--- src/rtl/spi_xfer_ctrl.sv ---
// spi_xfer_ctrl: sequences one SPI transaction (CMD, ADDR, DUMMY, DATA) and
// drives an external serializer through setup/run handshakes. Each active
// phase spends one SETUP cycle loading the serializer length, then runs until
// the serializer reports its last edge. A one-cycle chip-select lead-in
// precedes the first phase so csn is settled before any serializer activity.
module spi_xfer_ctrl (
  input  logic        clk,
  input  logic        rst,
  input  logic        start_i,
  input  logic        abort_i,
  input  logic [5:0]  cmd_len_i,
  input  logic [31:0] cmd_data_i,
  input  logic [5:0]  addr_len_i,
  input  logic [31:0] addr_data_i,
  input  logic [15:0] dummy_len_i,
  input  logic [15:0] data_len_i,
  input  logic        quad_en_i,
  input  logic [1:0]  cs_sel_i,
  input  logic [31:0] wr_data_i,
  input  logic        wr_valid_i,
  output logic        wr_ready_o,
  output logic        tx_en_o,
  output logic        tx_en_quad_o,
  output logic        tx_cnt_upd_o,
  output logic [15:0] tx_cnt_o,
  output logic [31:0] tx_data_o,
  output logic        tx_data_valid_o,
  input  logic        tx_data_ready_i,
  input  logic        tx_done_i,
  output logic [3:0]  csn_o,
  output logic        busy_o,
  output logic        done_o
);

  typedef enum logic [3:0] {
    S_IDLE, S_LEAD,
    S_CMD_SETUP, S_CMD_RUN,
    S_ADDR_SETUP, S_ADDR_RUN,
    S_DUMMY_SETUP, S_DUMMY_RUN,
    S_DATA_SETUP, S_DATA_RUN,
    S_END
  } state_e;

  // Transaction configuration captured when start is accepted.
  typedef struct packed {
    logic [5:0]  cmd_len;
    logic [31:0] cmd_data;
    logic [5:0]  addr_len;
    logic [31:0] addr_data;
    logic [15:0] dummy_len;
    logic [15:0] data_len;   // already masked to whole nibbles in quad mode
    logic        quad;
    logic [1:0]  cs_sel;
  } cfg_t;

  function automatic logic [5:0] clamp32(input logic [5:0] len);
    return (len > 6'd32) ? 6'd32 : len;
  endfunction

  // Number of 32-bit words needed to cover len bits (ceiling division).
  function automatic logic [11:0] words_for(input logic [15:0] len);
    logic [16:0] sum;
    sum = {1'b0, len} + 17'd31;
    return sum[16:5];
  endfunction

  state_e      state_q, state_d;
  cfg_t        cfg_q, cfg_d;
  logic [11:0] words_q, words_d;
  logic        done_q, done_d;

  state_e      after_cmd, after_addr, after_dummy, first_phase;
  logic        words_nz;
  logic [15:0] cmd_len16, addr_len16;

  assign words_nz   = (words_q != 12'd0);
  assign cmd_len16  = {10'd0, cfg_q.cmd_len};
  assign addr_len16 = {10'd0, cfg_q.addr_len};

  // Next non-empty phase after each phase, skipping zero-length ones.
  always_comb begin
    after_dummy = (cfg_q.data_len  != 16'd0) ? S_DATA_SETUP  : S_END;
    after_addr  = (cfg_q.dummy_len != 16'd0) ? S_DUMMY_SETUP : after_dummy;
    after_cmd   = (cfg_q.addr_len  != 6'd0)  ? S_ADDR_SETUP  : after_addr;
    first_phase = (cfg_q.cmd_len   != 6'd0)  ? S_CMD_SETUP   : after_cmd;
  end

  // Next-state, word counter and serializer-facing outputs.
  always_comb begin
    // NOTE: every signal written here gets a default first so no path leaves
    // it unassigned; a missing default would infer a latch.
    state_d         = state_q;
    cfg_d           = cfg_q;
    words_d         = words_q;
    done_d          = 1'b0;
    tx_en_o         = 1'b0;
    tx_en_quad_o    = 1'b0;
    tx_cnt_upd_o    = 1'b0;
    tx_cnt_o        = 16'd0;
    tx_data_o       = 32'd0;
    tx_data_valid_o = 1'b0;
    wr_ready_o      = 1'b0;

    unique case (state_q)
      S_IDLE: begin
        if (start_i && !abort_i) begin
          cfg_d.cmd_len   = clamp32(cmd_len_i);
          cfg_d.cmd_data  = cmd_data_i;
          cfg_d.addr_len  = clamp32(addr_len_i);
          cfg_d.addr_data = addr_data_i;
          cfg_d.dummy_len = dummy_len_i;
          cfg_d.data_len  = quad_en_i ? {data_len_i[15:2], 2'b00} : data_len_i;
          cfg_d.quad      = quad_en_i;
          cfg_d.cs_sel    = cs_sel_i;
          state_d         = S_LEAD;
        end
      end
      S_LEAD: state_d = first_phase;
      S_CMD_SETUP: begin
        tx_cnt_upd_o = 1'b1;
        tx_cnt_o     = cmd_len16;
        words_d      = words_for(cmd_len16);
        state_d      = S_CMD_RUN;
      end
      S_CMD_RUN: begin
        tx_en_o         = 1'b1;
        tx_cnt_o        = cmd_len16;
        tx_data_o       = cfg_q.cmd_data;
        tx_data_valid_o = words_nz;
        if (tx_done_i) state_d = after_cmd;
      end
      S_ADDR_SETUP: begin
        tx_cnt_upd_o = 1'b1;
        tx_en_quad_o = cfg_q.quad;
        tx_cnt_o     = addr_len16;
        words_d      = words_for(addr_len16);
        state_d      = S_ADDR_RUN;
      end
      S_ADDR_RUN: begin
        tx_en_o         = 1'b1;
        tx_en_quad_o    = cfg_q.quad;
        tx_cnt_o        = addr_len16;
        tx_data_o       = cfg_q.addr_data;
        tx_data_valid_o = words_nz;
        if (tx_done_i) state_d = after_addr;
      end
      S_DUMMY_SETUP: begin
        tx_cnt_upd_o = 1'b1;
        tx_cnt_o     = cfg_q.dummy_len;
        words_d      = words_for(cfg_q.dummy_len);
        state_d      = S_DUMMY_RUN;
      end
      S_DUMMY_RUN: begin
        tx_en_o         = 1'b1;
        tx_cnt_o        = cfg_q.dummy_len;
        tx_data_valid_o = words_nz;
        if (tx_done_i) state_d = after_dummy;
      end
      S_DATA_SETUP: begin
        tx_cnt_upd_o = 1'b1;
        tx_en_quad_o = cfg_q.quad;
        tx_cnt_o     = cfg_q.data_len;
        words_d      = words_for(cfg_q.data_len);
        state_d      = S_DATA_RUN;
      end
      S_DATA_RUN: begin
        tx_en_o         = 1'b1;
        tx_en_quad_o    = cfg_q.quad;
        tx_cnt_o        = cfg_q.data_len;
        tx_data_o       = wr_data_i;
        tx_data_valid_o = wr_valid_i && words_nz;
        wr_ready_o      = tx_data_ready_i && words_nz;
        if (tx_done_i) state_d = S_END;
      end
      S_END: begin
        state_d = S_IDLE;
        words_d = 12'd0;
        done_d  = 1'b1;
      end
      default: state_d = S_IDLE;
    endcase

    // One word consumed per serializer handshake during a run sub-state.
    if (tx_en_o && tx_data_valid_o && tx_data_ready_i) words_d = words_q - 12'd1;

    // Abort wins over everything once a transaction is in flight.
    if (abort_i && (state_q != S_IDLE)) begin
      state_d = S_IDLE;
      words_d = 12'd0;
      done_d  = 1'b0;
    end
  end

  // State, configuration, word counter and completion pulse registers.
  always_ff @(posedge clk or posedge rst) begin
    if (rst) begin
      state_q <= S_IDLE;
      cfg_q   <= '0;
      words_q <= 12'd0;
      done_q  <= 1'b0;
    end else begin
      // NOTE: non-blocking assignments so every register samples the values
      // from before this edge, independent of statement order.
      state_q <= state_d;
      cfg_q   <= cfg_d;
      words_q <= words_d;
      done_q  <= done_d;
    end
  end

  // Exactly one chip select low for the whole non-idle transaction.
  always_comb begin
    csn_o = 4'hF;
    if (state_q != S_IDLE) csn_o[cfg_q.cs_sel] = 1'b0;
  end

  assign busy_o = (state_q != S_IDLE);
  assign done_o = done_q;

endmodule

--- config.mk ---
export PLATFORM = sky130hd
export DESIGN_NAME = spi_xfer_ctrl
export DESIGN_NICKNAME = d
export VERILOG_FILES = /design/src/rtl/spi_xfer_ctrl.sv
export SDC_FILE = /design/constraint.sdc
export NUM_CORES = 1
export LEC_CHECK = 0
export ABC_CLOCK_PERIOD_IN_PS = 10700
export CORE_UTILIZATION = 51
export CTS_BUF_LIST = sky130_fd_sc_hd__clkbuf_4 sky130_fd_sc_hd__clkbuf_8 sky130_fd_sc_hd__clkbuf_16
export DETAILED_ROUTE_END_ITERATION = 10
export PLACE_DENSITY = 0.87
export SYNTH_ARGS = -nofsm -noshare
export SYNTH_HDL_FRONTEND = slang
export SYNTH_SLANG_ARGS = --single-unit
--- constraint.sdc ---
create_clock -name clk -period 10.7 [get_ports clk]
set_input_delay 2.14 -clock clk [delete_from_list [all_inputs] [get_ports clk]]
set_output_delay 2.14 -clock clk [all_outputs]
set_load 0.01 [all_outputs]
After elaboration in Yosys (flattened, before gate mapping)
Cells that the tools add are included.
- register bits: 128
- bitwise gates (word level): 1
- reductions and logical operators: 26
- equality and inequality tests: 15
- mux-type cells: 29
- add/subtract/negate cells: 5
- magnitude comparators: 4
- operator list (kind ; number):
    $pmux 32 s3 ; 1
    $pmux 16 s4 ; 1
    $pmux 12 s5 ; 1
    $mux 4 ; 10
    $pmux 4 s10 ; 1
    $add 16x5->17 const B ; 2
    $reduce_bool 16->1 ; 2
    $mux 12 ; 2
    $eq 4x3->1 const B ; 4
    $ne 3x3->1 const B ; 5
    $add 6x5->7 const B ; 2
    $eq 4x4->1 const B ; 3
    $gt 6x6->1 const B ; 2
    $mux 6 ; 2
    $reduce_bool 12->1 ; 1
    $reduce_bool 6->1 ; 2
    $reduce_or 4->1 ; 3
    $sub 12x1->12 const B ; 1
    $eq 4x2->1 const B ; 2
    $reduce_or 2->1 ; 4
    $logic_and 1x1->1 ; 7
    $mux 1 ; 7
    $reduce_bool 7->1 ; 1
    $reduce_and 5->1 ; 1
    12 further kinds ; 13

Longest topological paths before layout
- depth after elaboration: 7
- depth in mapped cells: 9
- gate-level depth less buffers: 8

Worst setup path before layout
Ideal clock, no wire load.
- path type: input to output
- start point: input wr_valid_i
- end point: output tx_data_valid_o
- arrival: 2632 ps
- stages on the path: 3
- data required time: 8560 ps
- path slack: 5928 ps
- path through: nand4bb_1 a21boi_1 and2_1
- word-level cells in the longest chain between the ends: 2
- ends and longest elaborated chain (element ; line ; text):
    start: declaration ; 20 ; input logic wr_valid_i,
    $logic_and 1x1->1 ; 171 ; tx_data_valid_o = wr_valid_i && words_nz;
    $pmux 1 s2 ; 104 ; unique case (state_q)
    end: declaration ; 27 ; output logic tx_data_valid_o,
No other way between the ends.

Worst setup path in the final report
Ends and elaborated chain as after synthesis.

==> results_dict.tcl <==
set metrics [dict create \
    status "complete, no violations" \
    maxSlewViolCount 0 \
    crit_required_ps 8560 \
    critPathMaxFanout 4 \
    syn-num-nets 771 \
    grt_max_degree 71 \
    peakVddDrop_mv 0.179 \
    p_leak_nw 4.12 \
    syn_to_final_growth_pct 41.3 \
    min_to "cfg_q[82]" \
    pre_cts_ws_ps 4880 \
    tritoncts "built" \
    fp.dieH_um 117 \
    r2r-end "words_q[8]" \
    n_antenna_cell 0 \
    gp_congestion 0.860 \
    vias 5927 \
    design_area_mm2 0.00959 \
    synth-warning-count 0 \
    yosys.area.top_type "dfrtp_1" \
    cp-start-kind "input pin" \
    setup_tns_ps 0 \
    path_clk_slew_ps 60 \
    layout.nets 965 \
    drtPass1Iterations 8 \
    yosys.area_share.simple_pct 11.8 \
    fillers 814 \
    worstMarginPinSlew_ps 964 \
    crit_arrival_ps 3680 \
    synthTopCellsByArea "dfrtp_1, mux2_2, a222oi_1, o21ai_0, inv_1" \
    start_util_pct 53.1 \
    die_area_mm2 0.0138 \
    synthAdderAreaFrac_pct 0.184 \
    synthCells 620 \
    ys_types 64 \
    hold_class "reg2reg" \
    setup_viol 0 \
    synthXorXnorAreaFrac_pct 1.42 \
    final_antenna_net_count 0 \
    fin_crit_ps 5820 \
    drive_gt1_share_pct 18.3 \
    finalCritPeriodShare_pct 54.4 \
    yosysSeqAreaShare_pct 47.2 \
    critical_path_class "in2out" \
    io_pins 209 \
    syn_avg_cell_area_um2 10.9 \
    die_w_um 117 \
    rows 41 \
    cts_hold_buf 0 \
    async_reset_ff_share_pct 100 \
    synth_edf_count 0 \
    cts_made_buffers 17 \
    portBuffers 208 \
    end_kind "output pin" \
    rsz0062_at_grt "no" \
    holdCritStartpoint "cfg_q[82]" \
    viasPerCell 5.93 \
    synth_area_mm2 0.00679 \
    post-cts-setup-buffers 0 \
    fmax_ghz 0.172 \
    ys_seq_elements 128 \
    hold_viol 0 \
    timing.final.ws_setup_ps 4880 \
    synth_compound_area_share_pct 15.3 \
    drt-wirelength-per-cell_um 19.8 \
    antenna_found_initial 0 \
    placed_area_mm2 0.00896 \
    h-tree-depth 4 \
    synth_mux_area_share_pct 19.2 \
    clock_latency_ps 410 \
    r2r_cells 6 \
    grt_pass1_vias 6310 \
    coreArea_mm2 0.0128 \
    drc 0 \
    synth_top_family_by_area "multiplexers" \
    yosys.area.top_type_share_pct 47.2 \
    power_density_mw_per_mm2 194 \
    maxSlewHeadroom_pct 35.5 \
    grt_pass1_wl_mm 31.9 \
    cts_max_path_buffers 2 \
    overflow 0 \
    track_usage_pct 29.9 \
    numClockSinks 128 \
    clockRootBuffer "clkbuf_16" \
    place_hpwl_mm 14.0 \
    cts_resized 0 \
    dr.first_iter.drc_count 610 \
    clock_skew_ps 8.92 \
    r2r_setup_slack_ps 7540 \
    finalWirelength_mm 19.8 \
    maxCapViolations 0 \
    synth_ff_type "dfrtp_1" \
    hold_depth 1 \
    r2r-start "state_q[1]" \
]
==> cell usage in the layout (no fill, tap or decap), types with 3 or more instances in the layout <==
master             n
o21ai_0           34
inv_1             39
or3_1              4
o2bb2ai_1          3
nand3b_1           3
o31ai_1            3
nor2b_1            4
nor3_1             9
nand2b_1          17
or4_1              5
buf_4              7
nand4_1            4
nor2_1            25
bufinv_16          3
nand3_1           17
o221ai_1           4
dfrtp_1          128
a22o_1            10
xor2_1             6
a222oi_1          32
clkinv_4           3
mux2i_1           15
o22ai_1            6
a22oi_1            7
xnor2_1            5
nand2_1           33
and3_1             5
mux2_2            99
a21oi_1           14
clkbuf_8           3
clkdlybuf4s50_1  208
nor4_1             8
clkbuf_16         17
==> critical path, cell delays in order <==
cell             delay, ps
clkdlybuf4s50_1        460
nand4bb_1               90
a21boi_1               270
and2_1                 180
clkdlybuf4s50_1        530
==> logic make-up (layout without fill, tap and decap cells) <==
group,Yosys count,in the layout
mux,116,116
compound gates,135,135
flops,128,128
fa+ha+maj,1,1
xor+xnor,11,11
simple gates,149,149
buf+inv,80,287
==> per-layer routing <==
layer  GRT usage [%]  routed length (um)
met1            32.3                7300
met2            53.1               10400
met3            9.78                1550
met4            12.6                 573
met5               0                   0
==> through the flow <==
step                std cells  power (W)  hold WS, ps  utilization, %
global route              999    0.00195          513            75.1
global placement          967    0.00121          487            70.2
finish                    999    0.00186          508            75.1
CTS                       999    0.00187          508            75.1
detailed placement        967    0.00125          495            70.2
floorplan                 620    0.00106          462               -
==> cell usage after synthesis, types with 2 or more instances <==
library cell / number
dfrtp_1: 128
mux2_2: 99
inv_1: 40
o21ai_0: 34
nand2_1: 33
a222oi_1: 32
clkbuf_1: 30
nor2_1: 27
nand2b_1: 17
nand3_1: 17
mux2i_1: 15
a21oi_1: 14
a22o_1: 10
nor3_1: 9
nor4_1: 8
a22oi_1: 7
o22ai_1: 6
xor2_1: 6
and3_1: 5
or4_1: 5
xnor2_1: 5
buf_2: 4
nand4_1: 4
nor2b_1: 4
o221ai_1: 4
or3_1: 4
buf_1: 3
nand3b_1: 3
o2bb2ai_1: 3
o31ai_1: 3
a211o_1: 2
a211oi_1: 2
and2_0: 2
buf_6: 2
o211ai_4: 2
o32ai_1: 2
or2_2: 2
==> state kept, by name, summed over array words and instances (netlist names) <==
name	count
done_o	1
words_q	12
addr_len16	6
cfg_q	105
state_q	4
==> layout make-up <==
type                       instances  area [um2]  area share, %
clock buffer                      21         474           4.95
clock inverter                    11         154           1.60
inverter                          40         153           1.59
multi-input combinational        412        3260           34.0
sequential                       128        3200           33.4
tap                              172         215           2.24
timing repair buffer             215        2130           22.3
==> worst max-delay path by stage <==
stage                from               to  slack (ps)  depth (start not counted)
2_1_floorplan         rst    addr_len16[0]        5150                          1
3_3_place_gp   wr_valid_i  tx_data_valid_o        4890                          5
3_5_place_dp   wr_valid_i  tx_data_valid_o        4880                          5
4_1_cts        wr_valid_i  tx_data_valid_o        4880                          5
5_1_grt        wr_valid_i  tx_data_valid_o        4760                          5
6_report       wr_valid_i  tx_data_valid_o        4880                          5
==> power breakdown <==
group | switching [W] | internal, W
Sequential | 0.000148 | 0.000635
Combinational | 0.000210 | 0.000265
Clock | 0.000215 | 0.000390
Total | 0.000573 | 0.00129
No activity file was read; power rests on OpenSTA's default activity.
